<file path="config.mk">
export PLATFORM = sky130hd
export DESIGN_NAME = i2c_rx_sipo_slave
export DESIGN_NICKNAME = d
export VERILOG_FILES = /design/src/rtl/i2c_pkg.sv /design/src/rtl/i2c_rx_shifter.sv /design/src/rtl/i2c_rx_sipo_slave.sv
export SDC_FILE = /design/constraint.sdc
export NUM_CORES = 1
export LEC_CHECK = 0
export ABC_CLOCK_PERIOD_IN_PS = 4750
export BUFFER_PORTS_ARGS = -buffer_cell sky130_fd_sc_hd__buf_2
export CELL_PAD_IN_SITES_DETAIL_PLACEMENT = 1
export CELL_PAD_IN_SITES_GLOBAL_PLACEMENT = 2
export CORE_UTILIZATION = 40
export DETAILED_ROUTE_END_ITERATION = 7
export PLACE_DENSITY = 0.84
export SLEW_MARGIN = 20
export SYNTH_ARGS = -nofsm -noshare
export SYNTH_HDL_FRONTEND = slang
export SYNTH_SLANG_ARGS = --single-unit
</file>
<file path="constraint.sdc">
create_clock -name clk_i -period 4.75 [get_ports clk_i]
set_input_delay 0.2375 -clock clk_i [delete_from_list [all_inputs] [get_ports clk_i]]
set_output_delay 0.2375 -clock clk_i [all_outputs]
set_load 0.01 [all_outputs]
</file>
<file path="src/rtl/i2c_pkg.sv">
// ---------------------------------------------------------------------------
// i2c_pkg
// Shared definitions for the I2C slave receive path.
//   - rx_state_t and its state constants for the receive FSM
//   - I2C_ADDR_W / I2C_BYTE_W bus widths, I2C_CNT_W bit-counter width
//   - SDA_ACK / SDA_NACK: the Sda_oe level driven in the ninth SCL period
//   - addr_match(): compares the 7 address bits of a byte with an address
// ---------------------------------------------------------------------------
package i2c_pkg;

  localparam int I2C_ADDR_W = 7;
  localparam int I2C_BYTE_W = 8;
  localparam int I2C_CNT_W  = 4;

  typedef logic [2:0] rx_state_t;

  localparam rx_state_t ST_IDLE      = 3'd0;
  localparam rx_state_t ST_SHIFT     = 3'd1;
  localparam rx_state_t ST_ACK_WAIT  = 3'd2;
  localparam rx_state_t ST_ACK_DRIVE = 3'd3;
  localparam rx_state_t ST_IGNORE    = 3'd4;

  // Sda_oe = 1 pulls SDA low, which is an ACK on the bus.
  localparam logic SDA_ACK  = 1'b1;
  localparam logic SDA_NACK = 1'b0;

  // Address occupies bits [7:1] of the first byte; bit 0 is R/W.
  function automatic logic addr_match(input logic [I2C_BYTE_W-1:0] byte_v,
                                      input logic [I2C_ADDR_W-1:0] addr_v);
    return (byte_v[I2C_BYTE_W-1:1] == addr_v);
  endfunction

endpackage

</file>
<file path="src/rtl/i2c_rx_shifter.sv">
// ---------------------------------------------------------------------------
// i2c_rx_shifter
// 8-bit MSB-first shift register with a 4-bit received-bit counter.
// Ports:
//   clk_i        system clock
//   rst_n_i      asynchronous active-low reset
//   clr_i        clear counter and shift register (priority over shift_i)
//   shift_i      shift bit_i in and increment the counter
//   bit_i        sampled SDA level
//   byte_o       the byte as it will be once bit_i is shifted in
//   byte_done_o  shift_i is the 8th bit of the current byte
// ---------------------------------------------------------------------------
module i2c_rx_shifter
  import i2c_pkg::*;
(
  input  logic                  clk_i,
  input  logic                  rst_n_i,
  input  logic                  clr_i,
  input  logic                  shift_i,
  input  logic                  bit_i,
  output logic [I2C_BYTE_W-1:0] byte_o,
  output logic                  byte_done_o
);

  logic [I2C_BYTE_W-1:0] shreg_q, shreg_d;
  logic [I2C_CNT_W-1:0]  cnt_q, cnt_d;

  // Look-ahead byte so the top can capture the full byte on the 8th strobe
  // without waiting a cycle for the register to settle.
  assign byte_o      = {shreg_q[I2C_BYTE_W-2:0], bit_i};
  assign byte_done_o = shift_i && (cnt_q == 4'd7);

  always_comb begin
    shreg_d = shreg_q;
    cnt_d   = cnt_q;
    if (clr_i) begin
      shreg_d = '0;
      cnt_d   = '0;
    end else if (shift_i) begin
      shreg_d = byte_o;
      cnt_d   = cnt_q + 4'd1;
    end
  end

  always_ff @(posedge clk_i or negedge rst_n_i) begin
    if (!rst_n_i) begin
      shreg_q <= '0;
      cnt_q   <= '0;
    end else begin
      shreg_q <= shreg_d;
      cnt_q   <= cnt_d;
    end
  end

endmodule

</file>
<file path="src/rtl/i2c_rx_sipo_slave.sv">
// ---------------------------------------------------------------------------
// i2c_rx_sipo_slave
// Receive stage of the I2C slave: samples SDA on SCL rising strobes, builds
// MSB-first bytes, drives ACK/NACK in the ninth SCL period and presents each
// byte to the byte logic through a valid/ack handshake.
// Ports:
//   clk_i         system clock
//   rst_n_i       asynchronous active-low reset
//   start_i       START / repeated START pulse
//   stop_i        STOP pulse
//   scl_rise_i    SCL rising-edge strobe (sample sda_in_i)
//   scl_fall_i    SCL falling-edge strobe (update sda_oe_o)
//   sda_in_i      synchronised SDA level
//   data_o        last completed byte
//   data_valid_o  data_o holds an unconsumed byte
//   data_ack_i    consumer pulse clearing data_valid_o
//   is_addr_o     data_o is the first byte after START
//   sda_oe_o      1 = pull SDA low
//   overrun_o     sticky: byte completed while data_valid_o was high
//   busy_o        FSM not idle
// Build option: define I2C_RX_ADDR_MATCH_EN to compare the address byte
// against SLAVE_ADDR and NACK/ignore transfers for other slaves.
// ---------------------------------------------------------------------------
module i2c_rx_sipo_slave
  import i2c_pkg::*;
#(
  parameter logic [I2C_ADDR_W-1:0] SLAVE_ADDR = 7'h2A
) (
  input  logic                  clk_i,
  input  logic                  rst_n_i,
  input  logic                  start_i,
  input  logic                  stop_i,
  input  logic                  scl_rise_i,
  input  logic                  scl_fall_i,
  input  logic                  sda_in_i,
  output logic [I2C_BYTE_W-1:0] data_o,
  output logic                  data_valid_o,
  input  logic                  data_ack_i,
  output logic                  is_addr_o,
  output logic                  sda_oe_o,
  output logic                  overrun_o,
  output logic                  busy_o
);

`ifdef I2C_RX_ADDR_MATCH_EN
  localparam bit ADDR_MATCH_EN = 1'b1;
`else
  localparam bit ADDR_MATCH_EN = 1'b0;
`endif

  rx_state_t             state_q, state_d;
  logic [I2C_BYTE_W-1:0] data_q, data_d;
  logic                  valid_q, valid_d;
  logic                  is_addr_q, is_addr_d;
  logic                  sda_oe_q, sda_oe_d;
  logic                  overrun_q, overrun_d;
  logic                  busy_q, busy_d;
  logic                  first_q, first_d;     // next byte is the address byte
  logic                  ack_q, ack_d;         // decision for the pending ninth bit
  logic                  byte_addr_q, byte_addr_d; // pending byte was an address

  logic                  sh_clr, sh_shift;
  logic [I2C_BYTE_W-1:0] sh_byte;
  logic                  sh_done;
  logic                  rise_eff, fall_eff;
  logic                  addr_ok;

  i2c_rx_shifter u_shifter (
    .clk_i       (clk_i),
    .rst_n_i     (rst_n_i),
    .clr_i       (sh_clr),
    .shift_i     (sh_shift),
    .bit_i       (sda_in_i),
    .byte_o      (sh_byte),
    .byte_done_o (sh_done)
  );

  // A coincident rise/fall pair can only be resolved one way: keep the rise.
  assign rise_eff = scl_rise_i;
  assign fall_eff = scl_fall_i && !scl_rise_i;

  // Data bytes always pass; address bytes pass unless matching is built in.
  assign addr_ok = !first_q || !ADDR_MATCH_EN || addr_match(sh_byte, SLAVE_ADDR);

  always_comb begin
    state_d     = state_q;
    data_d      = data_q;
    valid_d     = valid_q;
    is_addr_d   = is_addr_q;
    sda_oe_d    = sda_oe_q;
    overrun_d   = overrun_q;
    first_d     = first_q;
    ack_d       = ack_q;
    byte_addr_d = byte_addr_q;
    sh_clr      = 1'b0;
    sh_shift    = 1'b0;

    // Consumer handshake; a byte completing this cycle re-sets valid below.
    if (data_ack_i) begin
      valid_d = 1'b0;
    end

    if (start_i) begin
      // START and repeated START both restart byte assembly; only a fresh
      // transaction out of IDLE clears the sticky overrun.
      if (state_q == ST_IDLE) begin
        overrun_d = 1'b0;
      end
      state_d  = ST_SHIFT;
      first_d  = 1'b1;
      sda_oe_d = SDA_NACK;
      sh_clr   = 1'b1;
    end else if (stop_i) begin
      state_d  = ST_IDLE;
      sda_oe_d = SDA_NACK;
      sh_clr   = 1'b1;
    end else begin
      case (state_q)
        ST_SHIFT: begin
          if (rise_eff) begin
            sh_shift = 1'b1;
            if (sh_done) begin
              state_d     = ST_ACK_WAIT;
              first_d     = 1'b0;
              byte_addr_d = first_q;
              if (valid_q && !data_ack_i) begin
                // Previous byte still unread: keep it, flag and refuse.
                overrun_d = 1'b1;
                ack_d     = SDA_NACK;
              end else begin
                data_d    = sh_byte;
                is_addr_d = first_q;
                if (addr_ok) begin
                  valid_d = 1'b1;
                  ack_d   = SDA_ACK;
                end else begin
                  ack_d   = SDA_NACK;
                end
              end
            end
          end
        end
        ST_ACK_WAIT: begin
          if (fall_eff) begin
            sda_oe_d = ack_q;
            state_d  = ST_ACK_DRIVE;
          end
        end
        ST_ACK_DRIVE: begin
          // The ninth rise is the master sampling our ACK; only its
          // following fall ends the acknowledge period.
          if (fall_eff) begin
            sda_oe_d = SDA_NACK;
            sh_clr   = 1'b1;
            if (ADDR_MATCH_EN && byte_addr_q && (ack_q == SDA_NACK)) begin
              state_d = ST_IGNORE;
            end else begin
              state_d = ST_SHIFT;
            end
          end
        end
        default: begin
          // ST_IDLE and ST_IGNORE wait for START/STOP only.
        end
      endcase
    end

    busy_d = (state_d != ST_IDLE);
  end

  always_ff @(posedge clk_i or negedge rst_n_i) begin
    if (!rst_n_i) begin
      state_q     <= ST_IDLE;
      data_q      <= '0;
      valid_q     <= 1'b0;
      is_addr_q   <= 1'b0;
      sda_oe_q    <= SDA_NACK;
      overrun_q   <= 1'b0;
      busy_q      <= 1'b0;
      first_q     <= 1'b0;
      ack_q       <= SDA_NACK;
      byte_addr_q <= 1'b0;
    end else begin
      state_q     <= state_d;
      data_q      <= data_d;
      valid_q     <= valid_d;
      is_addr_q   <= is_addr_d;
      sda_oe_q    <= sda_oe_d;
      overrun_q   <= overrun_d;
      busy_q      <= busy_d;
      first_q     <= first_d;
      ack_q       <= ack_d;
      byte_addr_q <= byte_addr_d;
    end
  end

  assign data_o       = data_q;
  assign data_valid_o = valid_q;
  assign is_addr_o    = is_addr_q;
  assign sda_oe_o     = sda_oe_q;
  assign overrun_o    = overrun_q;
  assign busy_o       = busy_q;

endmodule
</file>
## Word level (Yosys, flattened, before mapping)

Cells that the tools add are included.

| operators by class | value |
|---|---|
| $add $sub $neg | 1 |
| eq/ne operators | 8 |
| mux-type cells | 44 |
| bitwise gates (word level) | 3 |
| reductions and logical operators | 18 |

Operator list:

| kind | count |
|---|---|
| 1-bit 2-to-1 mux | 32 |
| 3-bit 2-to-1 mux | 6 |
| 7-bit 2-to-1 mux | 2 |
| 6-bit AND reduction | 2 |
| 2-bit nonzero test | 5 |
| 3-bit one-hot mux with 3 select lines | 1 |
| 4-bit 2-to-1 mux | 2 |
| 4-bit != test, second input constant | 2 |
| 3-bit by 2-bit == test with 1-bit output, second input constant | 2 |
| 5-bit AND reduction | 1 |
| 4-bit by 1-bit adder with 4-bit output, second input constant | 1 |
| 4-bit by 3-bit == test with 1-bit output, second input constant | 1 |
| 4-bit AND reduction | 1 |
| 4-bit nonzero test | 1 |
| 3-bit by 1-bit == test with 1-bit output, second input constant | 1 |
| 1-bit logical AND | 3 |
| 3-bit logical NOT | 1 |
| 1-bit inverter | 3 |
| 3-bit AND reduction | 1 |
| 3-bit nonzero test | 1 |
| 1-bit logical NOT | 2 |
| 2-bit by 1-bit != test with 1-bit output, second input constant | 1 |
| 2-bit != test, second input constant | 1 |
| 1-bit one-hot mux with 2 select lines | 1 |

| storage, ports and cells | value |
|---|---|
| flip-flop bits (word level) | 29 |
| input port bits | 8 |
| output and inout bits | 13 |
| logic and storage cells | 85 |

## Depth between registers and ports, before layout

Gate-level depths: netlist of run 1.

| depth | value |
|---|---|
| depth in word-level cells | 11 |
| gate-level depth with buffers | 6 |
| depth with buffers taken out | 5 |

## Cells and area by module

Synthesis of run 1 repeated with hierarchy kept, for this count alone.

| unflattened totals | value |
|---|---|
| cell total of the unflattened synthesis | 104 |
| area total of the unflattened synthesis | 1328.8 um^2 |

Modules (own cells, without submodules):

| module | instances | cells an instance | area an instance (um^2) | seq. area each (um^2) |
|---|---|---|---|---|
| i2c_rx_sipo_slave | 1 | 63 | 835.8 | 450.4 |
| i2c_rx_shifter | 1 | 41 | 493.0 | 275.3 |

## Worst setup path before layout of run 1

OpenSTA, ideal clock, no wires.

| path | value |
|---|---|
| kind | register -> register |
| from | register u_shifter.cnt_q[0] |
| to | register busy_q (netlist: busy_o) |
| setup time | 0.131 ns |
| arrival | 1.430 ns |
| data required time | 4.619 ns |
| path slack | 3.189 ns |
| stages on the path, launching flop included | 7 |
| path buffers | 1 |
| clock period less this slack | 1.561 ns |
| path through | dfrtp_1 ha_1 and3b_1 buf_2 a21oi_1 a211oi_1 or3_1 |

| on the way | value |
|---|---|
| word-level cells in the longest chain between the ends | 8 |

RTL lines:

| what | RTL line | RTL |
|---|---|---|
| start, declared | i2c_rx_shifter.sv:26 | `logic [I2C_CNT_W-1:0] cnt_q, cnt_d;` |
| start signal, assigned | i2c_rx_shifter.sv:51 | `cnt_q <= cnt_d;` |
| 4-bit by 3-bit == test with 1-bit output | i2c_rx_shifter.sv:31 | `assign byte_done_o = shift_i && (cnt_q == 4'd7);` |
| 1-bit logical AND | i2c_rx_shifter.sv:31 |  |
| 3-bit 2-to-1 mux | i2c_rx_sipo_slave.sv:122 | `if (sh_done) begin` |
| 3-bit 2-to-1 mux | i2c_rx_sipo_slave.sv:120 | `if (rise_eff) begin` |
| 3-bit one-hot mux with 3 select lines | i2c_rx_sipo_slave.sv:118 | `case (state_q)` |
| 3-bit 2-to-1 mux | i2c_rx_sipo_slave.sv:113 | `end else if (stop_i) begin` |
| 3-bit 2-to-1 mux | i2c_rx_sipo_slave.sv:103 | `if (start_i) begin` |
| net state_d[1] | i2c_rx_sipo_slave.sv:51 | `rx_state_t state_q, state_d;` |
| 3-bit nonzero test | i2c_rx_sipo_slave.sv:168 | `busy_d = (state_d != ST_IDLE);` |
| net busy_d | i2c_rx_sipo_slave.sv:57 | `logic busy_q, busy_d;` |
| end signal, assigned | i2c_rx_sipo_slave.sv:190 | `busy_q <= busy_d;` |
| end, declared | i2c_rx_sipo_slave.sv:57 |  |

The timed path passes the listed nets, and every way through them passes these cells.
A chain may end at the register's enable or synchronous reset.

## Worst setup path after layout of run 1

| path | value |
|---|---|
| from | register state_q[1] |
| to | register data_q[0] (netlist: data_o[0]) |

| on the way | value |
|---|---|
| word-level cells in the longest chain between the ends | 6 |

RTL lines:

| what | RTL line | RTL |
|---|---|---|
| start, declared | i2c_rx_sipo_slave.sv:51 |  |
| start signal, assigned | i2c_rx_sipo_slave.sv:184 | `state_q <= state_d;` |
| 3-bit by 1-bit == test with 1-bit output * | i2c_rx_sipo_slave.sv:118 |  |
| 1-bit 2-to-1 mux | i2c_rx_sipo_slave.sv:118 |  |
| 1-bit 2-to-1 mux | i2c_rx_sipo_slave.sv:113 |  |
| 1-bit 2-to-1 mux | i2c_rx_sipo_slave.sv:103 |  |
| 1-bit logical AND | i2c_rx_shifter.sv:31 |  |
| 6-bit AND reduction (no line) * | n/a |  |
| end signal, assigned | i2c_rx_sipo_slave.sv:185 | `data_q <= data_d;` |
| end, declared | i2c_rx_sipo_slave.sv:52 | `logic [I2C_BYTE_W-1:0] data_q, data_d;` |

Every way passes the cells marked *; elsewhere a longest branch is shown, timed or not.

==> summary.md, run 1 <==
| Metric | Value |
|---|---|
| Status | `completed` |
| Crit path DAT | `1.96 ns` |
| PwrDens | `approximately 280 nW/um^2` |
| Drt initial violations | `31` |
| Synthesized instance count | `98` |
| Clk sink count | `29` |
| Total gr overflow | `0` |
| Final wirelength | `2570 um` |
| CTS H-tree lvls | `2` |
| Worst-Margin Slew | `0.633 ns` |
| Clk slew on worst S/H paths | `roughly 0.10 ns` |
| CP Launch Type | `register` |
| Leakage | `0.781 nW` |
| Fin crit period | `approximately 1.7 ns` |
| Mapped cell area | `1300 um^2` |
| Net Count, Synth | `107` |
| Post-detailed-route count of antenna-violating nets | `0` |
| Total GRT Usage | `approximately 17%` |
| Layout cells sized above 1 | `35.0%` |
| Total number of vias | `854` |
| Die Ht | `approximately 59 um` |
| Skew final | `0.0112 ns` |
| Clock Latency Late Sink | `around 0.32 ns` |
| Vias per inst | `5.11` |
| Site row count | `20` |
| Ys Warns | `0` |
| Final setup TNS | `0 ns` |
| Ys flop type | `dfrtp_1` |
| Largest fanout on the critical path | `12` |
| Post-Route Utilization | `48.7%` |
| RSZ-0062 raised after global routing | `no` |
| GPL Wtd Cong | `0.766` |
| Largest net degree at the start of global routing | `30` |
| Max-slew violations | `0` |
| PostCTS Resize Cnt | `0` |
| FFs w/ async S/R, synth | `100%` |
| WL/cell | `15.4 um` |
| Avg Cell Area, Syn | `13.2 um^2` |
| I/O pin count | `21` |
| Hold Vio Cnt, Final | `0` |
| Initial antenna violation count | `0` |
| Hold Crit Class | `in2reg` |
| Maximum VDD drop | `0.175 mV` |
| Pre-Repair DR Iteration Count | `4` |
| Sequential fraction of the synthesis area | `56.0%` |
| PortBufs | `20` |
| Post-synth EDFFs | `0` |
| Dpl hpwl | `1830 um` |
| Synth cell types | `38` |
| Max Cap Viol | `0` |
| CTS tree | `done` |
| Fin crit share | `36.8%` |
| Normalized max-slew margin | `57.8%` |
| Drc violations | `0` |
| Crit. End Element | `register` |
| Final setup vio count | `0` |
| Multi-input logic area | `roughly 530 um^2` |
| First-pass GRT wire length | `4280 um` |
| # nets final | `131` |
| Die area | `3470 um^2` |
| Vias in the first global route | `881` |
| CP required | `4.96 ns` |
| Total CTS buffers | `5` |
| Clock Tree Buf Depth | `2` |
| Fill cell count | `338` |
| Core area | `3050 um^2` |
| Synthesis-to-finish area growth | `14.7%` |
| Synth Register Bits | `29` |
| Crit Path Class | `reg2reg` |
| Initial core utilization | `42.5%` |
| Maximum clock rate | `0.572 GHz` |
| Die width | `around 59 um` |
| Total inserted antenna cells | `0` |
| Register Area | `726 um^2` |
| CTS root buffer | `clkbuf_4` |
==> area by class of cell <==
cell class	count	share of cell area, %
clock buffers	6	2.78
clock inverters	2	0.673
inverters	3	0.758
multi-input cells	62	35.9
flip-flops and latches	29	48.8
well taps	44	3.70
repair buffers	21	7.41
==> path summary, 6_finish.rpt <==
check / start / to / slack (ns) / cells after the start
worst min-delay path: sda_in_i / u_shifter.shreg_q[0] / 0.16 / 2
worst max-delay path: state_q[1] / data_o[0] / 3.00 / 4
max in group asynchronous: rst_n_i / u_shifter.shreg_q[2] / 3.86 / 2
worst max register to register: state_q[1] / data_o[0] / 3.00 / 4
min in group asynchronous: rst_n_i / state_q[1] / 0.46 / 2
worst min register to register: first_q / first_q / 0.49 / 1
==> power breakdown <==
group	switching [W]	internal (W)	total, W
clock	0.0000835	0.0000563	0.000140
combinational	0.0000159	0.0000105	0.0000264
sequential	0.00000261	0.000249	0.000252
==> critical path, cell delays in order (launching register included) <==
cell and delay, ns:
dfrtp_1 0.52, nor3b_4 0.27, and2_4 0.27, nand3_4 0.21
mux2_4 0.36
==> layout by cell type (no fill, tap or decap), drive strengths merged, types with 3 or more instances in the layout <==
cell / instances
nand3: 3
nor2: 4
nor2b: 3
dfrtp: 29
mux2: 10
buf: 20
inv: 3
a22o: 8
clkbuf: 6
o21ai: 5
==> metal layers <==
layer  track usage (%)  part of all wire (%)  vias to the layer above
li1                  -                     -                      399
met1              22.0                    48                      428
met2              27.4                    47                       21
met3              5.27                   3.5                        6
met4              7.14                   1.7                        0
met5                 0                     0                        -
==> metrics by stage <==
stage / hold WS, ns / cell area, um^2 / instances / setup WS (ns) / power, W
CTS: 0.152 / 1490 / 167 / 3.01 / 0.000424
detailed placement: 0.298 / 1430 / 158 / 3.04 / 0.000283
global placement: 0.287 / 1430 / 158 / 3.08 / 0.000281
finish: 0.158 / 1490 / 167 / 3.00 / 0.000418
floorplan: -0.0581 / 1300 / 98 / 3.19 / 0.000269
global route: 0.149 / 1490 / 167 / 2.93 / 0.000437
==> logic make-up (layout without fill, tap and decap cells) <==
logic type      Yosys count  in the layout  synth area share (%)
mux                      10             10                  11.3
xor+xnor                  2              2                  1.35
compound gates           25             25                  14.5
simple gates             24             24                  13.0
flops                    29             29                  56.0
fa+ha+maj                 1              1                 0.965
buf+inv                   7             32                  2.90
==> Yosys cell counts (all sizes together), types with 2 or more instances <==
cell type	count	share of area, %
nand3	3	2.1
dfrtp	29	56
a21oi	2	0.77
nor3b	2	2.4
mux2	10	11
nor2b	3	1.4
xor2	2	1.4
o21ai	5	1.9
a21boi	2	1.4
a22o	8	5.4
and2	2	1.2
inv	3	0.87
nand2	2	0.58
nor2	4	1.2
buf	4	2.0
==> timing repair <==
item / 4_1_cts / 5_1_grt
setup buffers: 0 / 0
hold endpoints to repair: 29 / 0
hold buffers: 1 / 0
==> state kept, by name, summed over array words and instances (netlist names) <==
register           count
ack_q                  1
u_shifter.cnt_q        4
overrun_o              1
first_q                1
data_o                 8
data_valid_o           1
sda_oe_o               1
is_addr_o              1
busy_o                 1
state_q                3
u_shifter.shreg_q      7
No activity file was read; power rests on OpenSTA's default activity.
==> run 2, diff against run 1 <==
--- a/config.mk
+++ b/config.mk
@@ -5,13 +5,13 @@
 export SDC_FILE = /design/constraint.sdc
 export NUM_CORES = 1
 export LEC_CHECK = 0
-export ABC_CLOCK_PERIOD_IN_PS = 4750
+export ABC_CLOCK_PERIOD_IN_PS = 1800
 export BUFFER_PORTS_ARGS = -buffer_cell sky130_fd_sc_hd__buf_2
 export CELL_PAD_IN_SITES_DETAIL_PLACEMENT = 1
 export CELL_PAD_IN_SITES_GLOBAL_PLACEMENT = 2
-export CORE_UTILIZATION = 40
+export CORE_UTILIZATION = 37
 export DETAILED_ROUTE_END_ITERATION = 7
-export PLACE_DENSITY = 0.84
+export PLACE_DENSITY = 0.79
 export SLEW_MARGIN = 20
 export SYNTH_ARGS = -nofsm -noshare
 export SYNTH_HDL_FRONTEND = slang
==> constraint.sdc (replaced) <==
create_clock -name clk_i -period 1.8 [get_ports clk_i]
set_input_delay 0.09 -clock clk_i [delete_from_list [all_inputs] [get_ports clk_i]]
set_output_delay 0.09 -clock clk_i [all_outputs]
set_load 0.01 [all_outputs]
==> run 2 against run 1 <==
Net effect: the flow now finishes with violations (design-rule violations); critical path depth increased by 1; clock power rose to 3.2 times the previous value; first-iteration DRC count shrank 42%; final cell count grew 3.6%; largest cell class unchanged.
==> summary.md, run 2 (synthesis gave the netlist of run 1 again) <==
| Metric | Value |
|---|---|
| Total number of vias | `871 (+2.0%)` |
| Critical path, cell by cell | `ha_1 -> and3b_1 -> a211o_1 -> a32oi_1 -> or3_1` |
| Drc violations | `2 (+2)` |
| CTS tree | `done` |
| CP Launch Type | `register` |
| Setup WS post-layout | `0.134 ns (-2.87 ns)` |
| Crit Path Class | `reg2reg` |
| Post-detailed-route count of antenna-violating nets | `0 (unchanged)` |
| Max-slew violations | `0 (unchanged)` |
| Fill cell count | `373 (+10%)` |
| Most common cell after layout, fill and taps aside | `dfrtp_1` |
| Dpl ws | `0.122 ns (-2.92 ns)` |
| CTS root buffer | `clkbuf_4` |
| Worst-Margin Slew | `0.652 ns (+0.0189 ns)` |
| Site row count | `21 (+5.0%)` |
| # nets final | `135 (+3.1%)` |
| WL/cell | `16.0 um (+3.9%)` |
| Total CTS buffers | `5 (unchanged)` |
| Fin crit period | `1.67 ns (-0.0832 ns)` |
| CP required | `2.01 ns (-2.95 ns)` |
| Hold path depth | `2 (unchanged)` |
| Skew final | `0.0127 ns (+0.00154 ns)` |
| Largest net degree at the start of global routing | `30 (unchanged)` |
| Largest fanout on the critical path | `5 (-7)` |
| Maximum clock rate | `0.600 GHz (+5.0%)` |
| Failing checks | `design-rule violations` |
| RSZ-0062 raised after global routing | `no` |
| Flop-to-flop setup slack | `0.13 ns (-2.87 ns)` |
| Final wirelength | `2760 um (+7.6%)` |
| Drt initial violations | `18 (-42%)` |
| Die area | `3740 um^2 (+7.8%)` |
| Die width | `61.2 um (+3.8%)` |
| Worst R2R Path Depth | `5 (+1)` |
| PostCTS Resize Cnt | `0 (unchanged)` |
| Slowest-stage cell, CP | `dfrtp_1` |
| Total inserted antenna cells | `0 (unchanged)` |
| Tot Pwr | `0.00119 W (+190%)` |
| Final setup vio count | `0 (unchanged)` |
| Max reg flops | `8 (unchanged)` |
| Most frequent cells in the layout | `dfrtp_1 (29), buf_2 (20), mux2_4 (9)` |
| I/O pin count | `21 (unchanged)` |
| Initial core utilization | `38.8% (-3.6 points)` |
| Hold endpoint | `overrun_o` |
| Fin crit share | `92.5% (+56 points)` |
| Leakage | `0.810 nW (+3.7%)` |
| Die Ht | `61.2 um (+3.8%)` |
| Post-Route Utilization | `46.2% (-2.5 points)` |
| Vias per inst | `5.03 (-1.5%)` |
| Worst R2R Start | `u_shifter.cnt_q[0]` |
| Final setup TNS | `0 ns (unchanged)` |
| GPL Wtd Cong | `0.856 (+12%)` |
| Dpl hpwl | `1990 um (+9.1%)` |
| Pre-Repair DR Iteration Count | `6 (+2)` |
| Hold path start | `start_i` |
| Post-CTS setup buffer count | `0 (unchanged)` |
| Normalized max-slew margin | `56.5% (-1.3 points)` |
| Clock Latency Late Sink | `0.34 ns (+0.02 ns)` |
| Design area | `1540 um^2 (+3.6%)` |
| PwrDens | `776 nW/um^2 (+180%)` |
| Hold Crit Class | `in2reg` |
| Clk sink count | `29 (unchanged)` |
| Layout cells sized above 1 | `37.0% (+2.0 points)` |
| First-pass GRT wire length | `4500 um (+5.1%)` |
| Initial antenna violation count | `0 (unchanged)` |
| CTS H-tree lvls | `2 (unchanged)` |
| Largest stage delay, worst path | `0.39 ns (-0.13 ns)` |
| Total GRT Usage | `17.5% (+0.14 points)` |
| Maximum VDD drop | `0.434 mV (+150%)` |
| Core area | `3340 um^2 (+9.3%)` |
| Max Cap Viol | `0 (unchanged)` |
| Total gr overflow | `0 (unchanged)` |
| PortBufs | `20 (unchanged)` |
| Clk slew on worst S/H paths | `0.09 ns (about the same)` |
| Hold Vio Cnt, Final | `0 (unchanged)` |
| FF-to-FF End | `busy_o` |
| Clock Tree Buf Depth | `2 (unchanged)` |
| Post-DP Area | `1450 um^2 (+1.8%)` |
| Vias in the first global route | `884 (+0.34%)` |
| Status | `complete, but fails checks` |
| Crit. End Element | `register` |
| Synthesis-to-finish area growth | `18.8%` |
| Crit path DAT | `1.88 ns (-0.08 ns)` |
==> run 2: changes by cell type in the layout (fill, tap and decap cells not counted), sizes merged <==
cell / change
buf: +3
clkbuf: +1
clkinv: -1
dlygate4sd3: +1
==> run 2: critical path: cells and delay by family, from the launching register on <==
kind / cells / cell delay (ns)
AOI/OAI and AO/OA: 2 / 0.31
adders and majority gates: 1 / 0.17
DFF: 1 / 0.39
and+or+nand+nor: 2 / 0.67
==> run 2: timing repair <==
action | 4_1_cts | 5_1_grt
hold endpoints to repair | 31 | 0
setup endpoints to repair | 0 | 0
hold buffers | 2 | 0
==> run 2: metal layers <==
layer,routed length [um],vias up,GRT usage [%]
li1,-,414,-
met1,1300,437,22.5
met2,1360,17,26.2
met3,92,3,6.93
met4,17,0,6.82
met5,0,-,0
==> run 2: through the flow <==
| step | hold WS, ns | cells |
|---|---|---|
| 3_3_place_gp | 0.147 | 163 |
| 2_1_floorplan | -0.206 | 98 |
| 6_report | 0.0467 | 173 |
| 3_5_place_dp | 0.152 | 163 |
| 5_1_grt | 0.0216 | 173 |
| 4_1_cts | 0.0353 | 173 |
==> run 2: power breakdown <==
group | switching, W | total [W] | leakage (nW) | internal, W
Clock | 0.000227 | 0.000453 | 0.0413 | 0.000226
Combinational | 0.0000470 | 0.0000802 | 0.373 | 0.0000332
Sequential | 0.00000423 | 0.000661 | 0.396 | 0.000657
==> run 2: how the worst max path moves through the flow <==
| stage | startpoint | to | slack [ns] | cells past startpoint |
|---|---|---|---|---|
| after floorplan | u_shifter.cnt_q[0] | busy_o | 0.24 | 6 |
| after global placement | state_q[2] | data_o[1] | 0.17 | 4 |
| after global routing | u_shifter.cnt_q[0] | busy_o | 0.02 | 5 |
| final | u_shifter.cnt_q[0] | busy_o | 0.13 | 5 |
| after CTS | state_q[2] | data_o[5] | 0.11 | 4 |
| after detailed placement | state_q[2] | data_o[5] | 0.12 | 4 |
==> run 2: area by class of cell <==
type | instances | area [um^2] | share of cell area [%]
clock inverter | 1 | 5.00 | 0.325
inverter | 3 | 11.3 | 0.731
sequential | 29 | 726 | 47.1
clock buffer | 7 | 65.1 | 4.22
tap | 46 | 57.6 | 3.74
multi-input combinational | 62 | 533 | 34.6
timing repair buffer | 25 | 143 | 9.26
==> run 3, diff against run 2 <==
--- a/config.mk
+++ b/config.mk
@@ -5,13 +5,14 @@
 export SDC_FILE = /design/constraint.sdc
 export NUM_CORES = 1
 export LEC_CHECK = 0
+export ABC_AREA = 1
 export ABC_CLOCK_PERIOD_IN_PS = 1800
 export BUFFER_PORTS_ARGS = -buffer_cell sky130_fd_sc_hd__buf_2
 export CELL_PAD_IN_SITES_DETAIL_PLACEMENT = 1
 export CELL_PAD_IN_SITES_GLOBAL_PLACEMENT = 2
-export CORE_UTILIZATION = 37
+export CORE_UTILIZATION = 33
 export DETAILED_ROUTE_END_ITERATION = 7
-export PLACE_DENSITY = 0.79
+export PLACE_DENSITY = 0.78
 export SLEW_MARGIN = 20
 export SYNTH_ARGS = -nofsm -noshare
 export SYNTH_HDL_FRONTEND = slang
==> run 3 against run 2 <==
Net effect: sequential cell count unchanged; critical endpoint is now data_o[5]; cell area is 1.1% higher; maximum frequency grew 10%; worst setup slack better by 0.15 ns; hold slack gained 0.046 ns; clock skew shrank 0.0070 ns; the run now ends clean; clock-buffer cell count unchanged; critical path type unchanged; critical path depth grew 3; non-clock buffer count decreased by 4; routed wire length is 2.5% lower.
==> summary.md, run 3 <==
| Metric | Value |
|---|---|
| Pre-Repair DR Iteration Count | `4 (-2)` |
| Final setup vio count | `0 (unchanged)` |
| Hold path depth | `3 (+1)` |
| Fin crit share | `84.1% (-8.4 points)` |
| Hold Crit Class | `in2reg` |
| Hold slack | `0.0927 ns (+0.0460 ns)` |
| Flop-to-flop setup slack | `0.29 ns (+0.15 ns)` |
| CP Launch Type | `register` |
| Synth cell types | `24 (-37%)` |
| P_sw | `0.000298 W (+6.9%)` |
| Avg Cell Area, Syn | `9.13 um^2 (-31%)` |
| Top cell type by total area after synthesis | `dfrtp_1` |
| CTS H-tree lvls | `2 (unchanged)` |
| Synth top cells by count | `nand2_1 (40), dfrtp_1 (29), inv_1 (18), nor2_1 (10), o21ai_0 (7)` |
| Largest net degree at the start of global routing | `30 (unchanged)` |
| Ys Warns | `0 (unchanged)` |
| Total CTS buffers | `5 (unchanged)` |
| Met3 Wirelength | `79 um (-14%)` |
| Combinational share of power | `6.0% (-0.7 points)` |
| Crit path DAT | `1.67 ns (-0.21 ns)` |
| Initial antenna violation count | `0 (unchanged)` |
| Post-synth top area share | `56.0% (unchanged)` |
| Die area | `4180 um^2 (+12%)` |
| Clk slew on worst S/H paths | `0.06 ns (-0.03 ns)` |
| Synth Register Bits | `29 (unchanged)` |
| WL/cell | `12.3 um (-23%)` |
| Status | `completed` |
| Vias per inst | `4.53 (-10%)` |
| Post-detailed-route count of antenna-violating nets | `0 (unchanged)` |
| Drc violations | `0 (-2)` |
| Final setup TNS | `0 ns (unchanged)` |
| Most common cell after layout, fill and taps aside | `nand2_1` |
| Hold path start | `sda_in_i` |
| PostCTS Resize Cnt | `0 (unchanged)` |
| Crit Path Class | `reg2reg` |
| Hold endpoint | `data_o[0]` |
| Ys flop type | `dfrtp_1` |
| Synthesized instance count | `142 (+45%)` |
| Max-slew violations | `0 (unchanged)` |
| RSZ-0062 raised after global routing | `no` |
| Maximum clock rate | `0.660 GHz (+10%)` |
| Most frequent cell after synthesis | `nand2_1` |
| Largest stage delay, worst path | `0.38 ns (about the same)` |
| Net Count, Synth | `151 (+41%)` |
| Mapped cell area | `1300 um^2 (unchanged)` |
| Leakage | `0.815 nW (+0.54%)` |
| PwrDens | `851 nW/um^2 (+9.7%)` |
| Layout cells sized above 1 | `25.3% (-12 points)` |
| Synthesis-to-finish area growth | `20.1%` |
| Top layer in use | `met4` |
| PortBufs | `20 (unchanged)` |
| Total gr overflow | `0 (unchanged)` |
| WL met2 | `1220 um (-10%)` |
| Total inserted antenna cells | `0 (unchanged)` |
| Slowest-stage cell, CP | `dfrtp_1` |
| Largest fanout on the critical path | `15 (+10)` |
| Vias in the first global route | `1038 (+17%)` |
| Drt initial violations | `43 (+25)` |
| Fill cell count | `442 (+18%)` |
| Total number of vias | `987 (+13%)` |
| Total GRT Usage | `15.2% (-2.3 points)` |
| M1 wire length | `1320 um (+1.8%)` |
| Worst R2R Path Depth | `8 (+3)` |
| P_int | `0.00103 W (+12%)` |
| Most frequent cells in the layout | `nand2_1 (40), dfrtp_1 (29), buf_2 (20)` |
| # nets final | `178 (+32%)` |
| Clk sink count | `29 (unchanged)` |
| Switch share | `22.5% (-0.83 points)` |
| FF-to-FF End | `data_o[5]` |
| CP required | `1.96 ns (-0.05 ns)` |
| Fin crit period | `1.51 ns (-0.152 ns)` |
| Die Ht | `64.7 um (+5.7%)` |
| Die width | `64.7 um (+5.7%)` |
| Placed cell count | `209 (+28%)` |
| Clock Latency Late Sink | `0.27 ns (-0.07 ns)` |
| CTS root buffer | `clkbuf_8` |
| Site row count | `22 (+4.8%)` |
| Final wirelength | `2690 um (-2.5%)` |
| CP bufs+invs | `2 (+2)` |
| Maximum VDD drop | `0.357 mV (-18%)` |
| Non-Filler Instances | `218 (+26%)` |
| Worst R2R Start | `u_shifter.cnt_q[0]` |
| I/O pin count | `21 (unchanged)` |
| Core area | `3720 um^2 (+11%)` |
| Crit path max-delay family | `simple AND/OR/NAND/NOR gates` |
| Sequential fraction of the synthesis area | `56.0% (unchanged)` |
| Crit. End Element | `register` |
| Clock Tree Buf Depth | `2 (unchanged)` |
| Sequential group share of total power | `50.1% (-5.3 points)` |
| CTS tree | `done` |
| First-pass GRT wire length | `4750 um (+5.7%)` |
| Critical path, cell by cell | `ha_1 -> nand3_1 -> inv_1 -> nand3_4 -> nor2_4 -> inv_2 -> nand2_1 -> o21ai_2` |
| Post-Route Utilization | `41.9% (-4.3 points)` |
| Max reg flops | `8 (unchanged)` |
| Dpl hpwl | `2030 um (+1.9%)` |
| Normalized max-slew margin | `58.0% (+1.5 points)` |
| Initial core utilization | `34.9% (-4.0 points)` |
| Skew final | `0.00568 ns (-0.00704 ns)` |
| Worst-Margin Slew | `0.630 ns (-0.0221 ns)` |
| FFs w/ async S/R, synth | `100% (unchanged)` |
| Clock share of power | `44.0% (+6.1 points)` |
| GPL Wtd Cong | `0.769 (-10%)` |
| Hold Vio Cnt, Final | `0 (unchanged)` |
| Synth area leaders | `dfrtp_1 (56%), nand2_1 (12%), inv_1 (5.2%)` |
| Max Cap Viol | `0 (unchanged)` |
| Post-synth EDFFs | `0 (unchanged)` |
[run 3: cell types whose count changed after synthesis, sizes merged, moves of 4 or more]
cell and delta:
nor2 +9, a22o -8, o21ai +7, inv +18, nand2 +41, mux2 -10
o22ai +4
[run 3: worst max path at each step]
stage          cells after the start                from  slack, ns   endpoint
2_1_floorplan                      9  u_shifter.cnt_q[0]       0.43  data_o[3]
3_3_place_gp                       8  u_shifter.cnt_q[0]       0.37  data_o[2]
3_5_place_dp                       8  u_shifter.cnt_q[0]       0.28  data_o[5]
4_1_cts                            8  u_shifter.cnt_q[0]       0.27  data_o[5]
5_1_grt                            8  u_shifter.cnt_q[0]       0.11  data_o[0]
6_report                           8  u_shifter.cnt_q[0]       0.29  data_o[5]
[run 3: cells by family (layout without fill, tap and decap cells)]
group           Yosys count  in the layout  share of synthesized area (%)
fa+ha+maj                 1              1                          0.965
simple gates             62             62                           21.8
compound gates           25             25                           12.3
xor+xnor                  3              3                           2.03
buf+inv                  22             50                           6.95
flops                    29             29                           56.0
[run 3: power groups by stage]
| stage | logic [W] | clock network (W) | registers, W |
|---|---|---|---|
| final | 0.0000792 | 0.000582 | 0.000663 |
| after global routing | 0.0000912 | 0.000635 | 0.000663 |
| after CTS | 0.0000816 | 0.000597 | 0.000663 |
| after detailed placement | 0.0000796 | 0 | 0.000675 |
| after global placement | 0.0000774 | 0 | 0.000675 |
| after floorplan | 0.0000416 | 0 | 0.000676 |
[run 3: metrics by stage]
| step | total power [W] | area, um^2 | worst slack, ns |
|---|---|---|---|
| 5_1_grt | 0.00139 | 1560 | 0.106 |
| 2_1_floorplan | 0.000717 | 1300 | 0.434 |
| 3_3_place_gp | 0.000752 | 1450 | 0.370 |
| 4_1_cts | 0.00134 | 1560 | 0.270 |
| 6_report | 0.00132 | 1560 | 0.286 |
| 3_5_place_dp | 0.000755 | 1450 | 0.283 |
[run 3: cell type report]
class | instances | area, um^2 | area share [%]
clock buffers | 7 | 96.3 | 6.19
flip-flops and latches | 29 | 726 | 46.6
multi-input cells | 91 | 480 | 30.9
clock inverters | 1 | 5.00 | 0.322
repair buffers | 21 | 110 | 7.07
inverters | 21 | 78.8 | 5.06
well taps | 48 | 60.1 | 3.86
[run 3: per-layer routing]
| metal | vias to the layer above | track usage (%) |
|---|---|---|
| met5 | - | 0 |
| met4 | 0 | 8.61 |
| met3 | 6 | 3.70 |
| met2 | 21 | 23.2 |
| met1 | 463 | 19.6 |
| li1 | 497 | - |
[run 3: repair_timing]
| item | in CTS | in global routing |
|---|---|---|
| hold buffers | 1 | 0 |
| hold endpoints to repair | 29 | 0 |
| endpoints found under the setup margin | 0 | 0 |
| buffers inserted | 0 | 0 |
[run 3: worst register-to-register path, stage by stage (launching register included)]
cell and delay, ns:
dfrtp_1 0.38, ha_1 0.20, nand3_1 0.10, inv_1 0.11
nand3_4 0.13, nor2_4 0.15, inv_2 0.15, nand2_1 0.12
o21ai_2 0.06
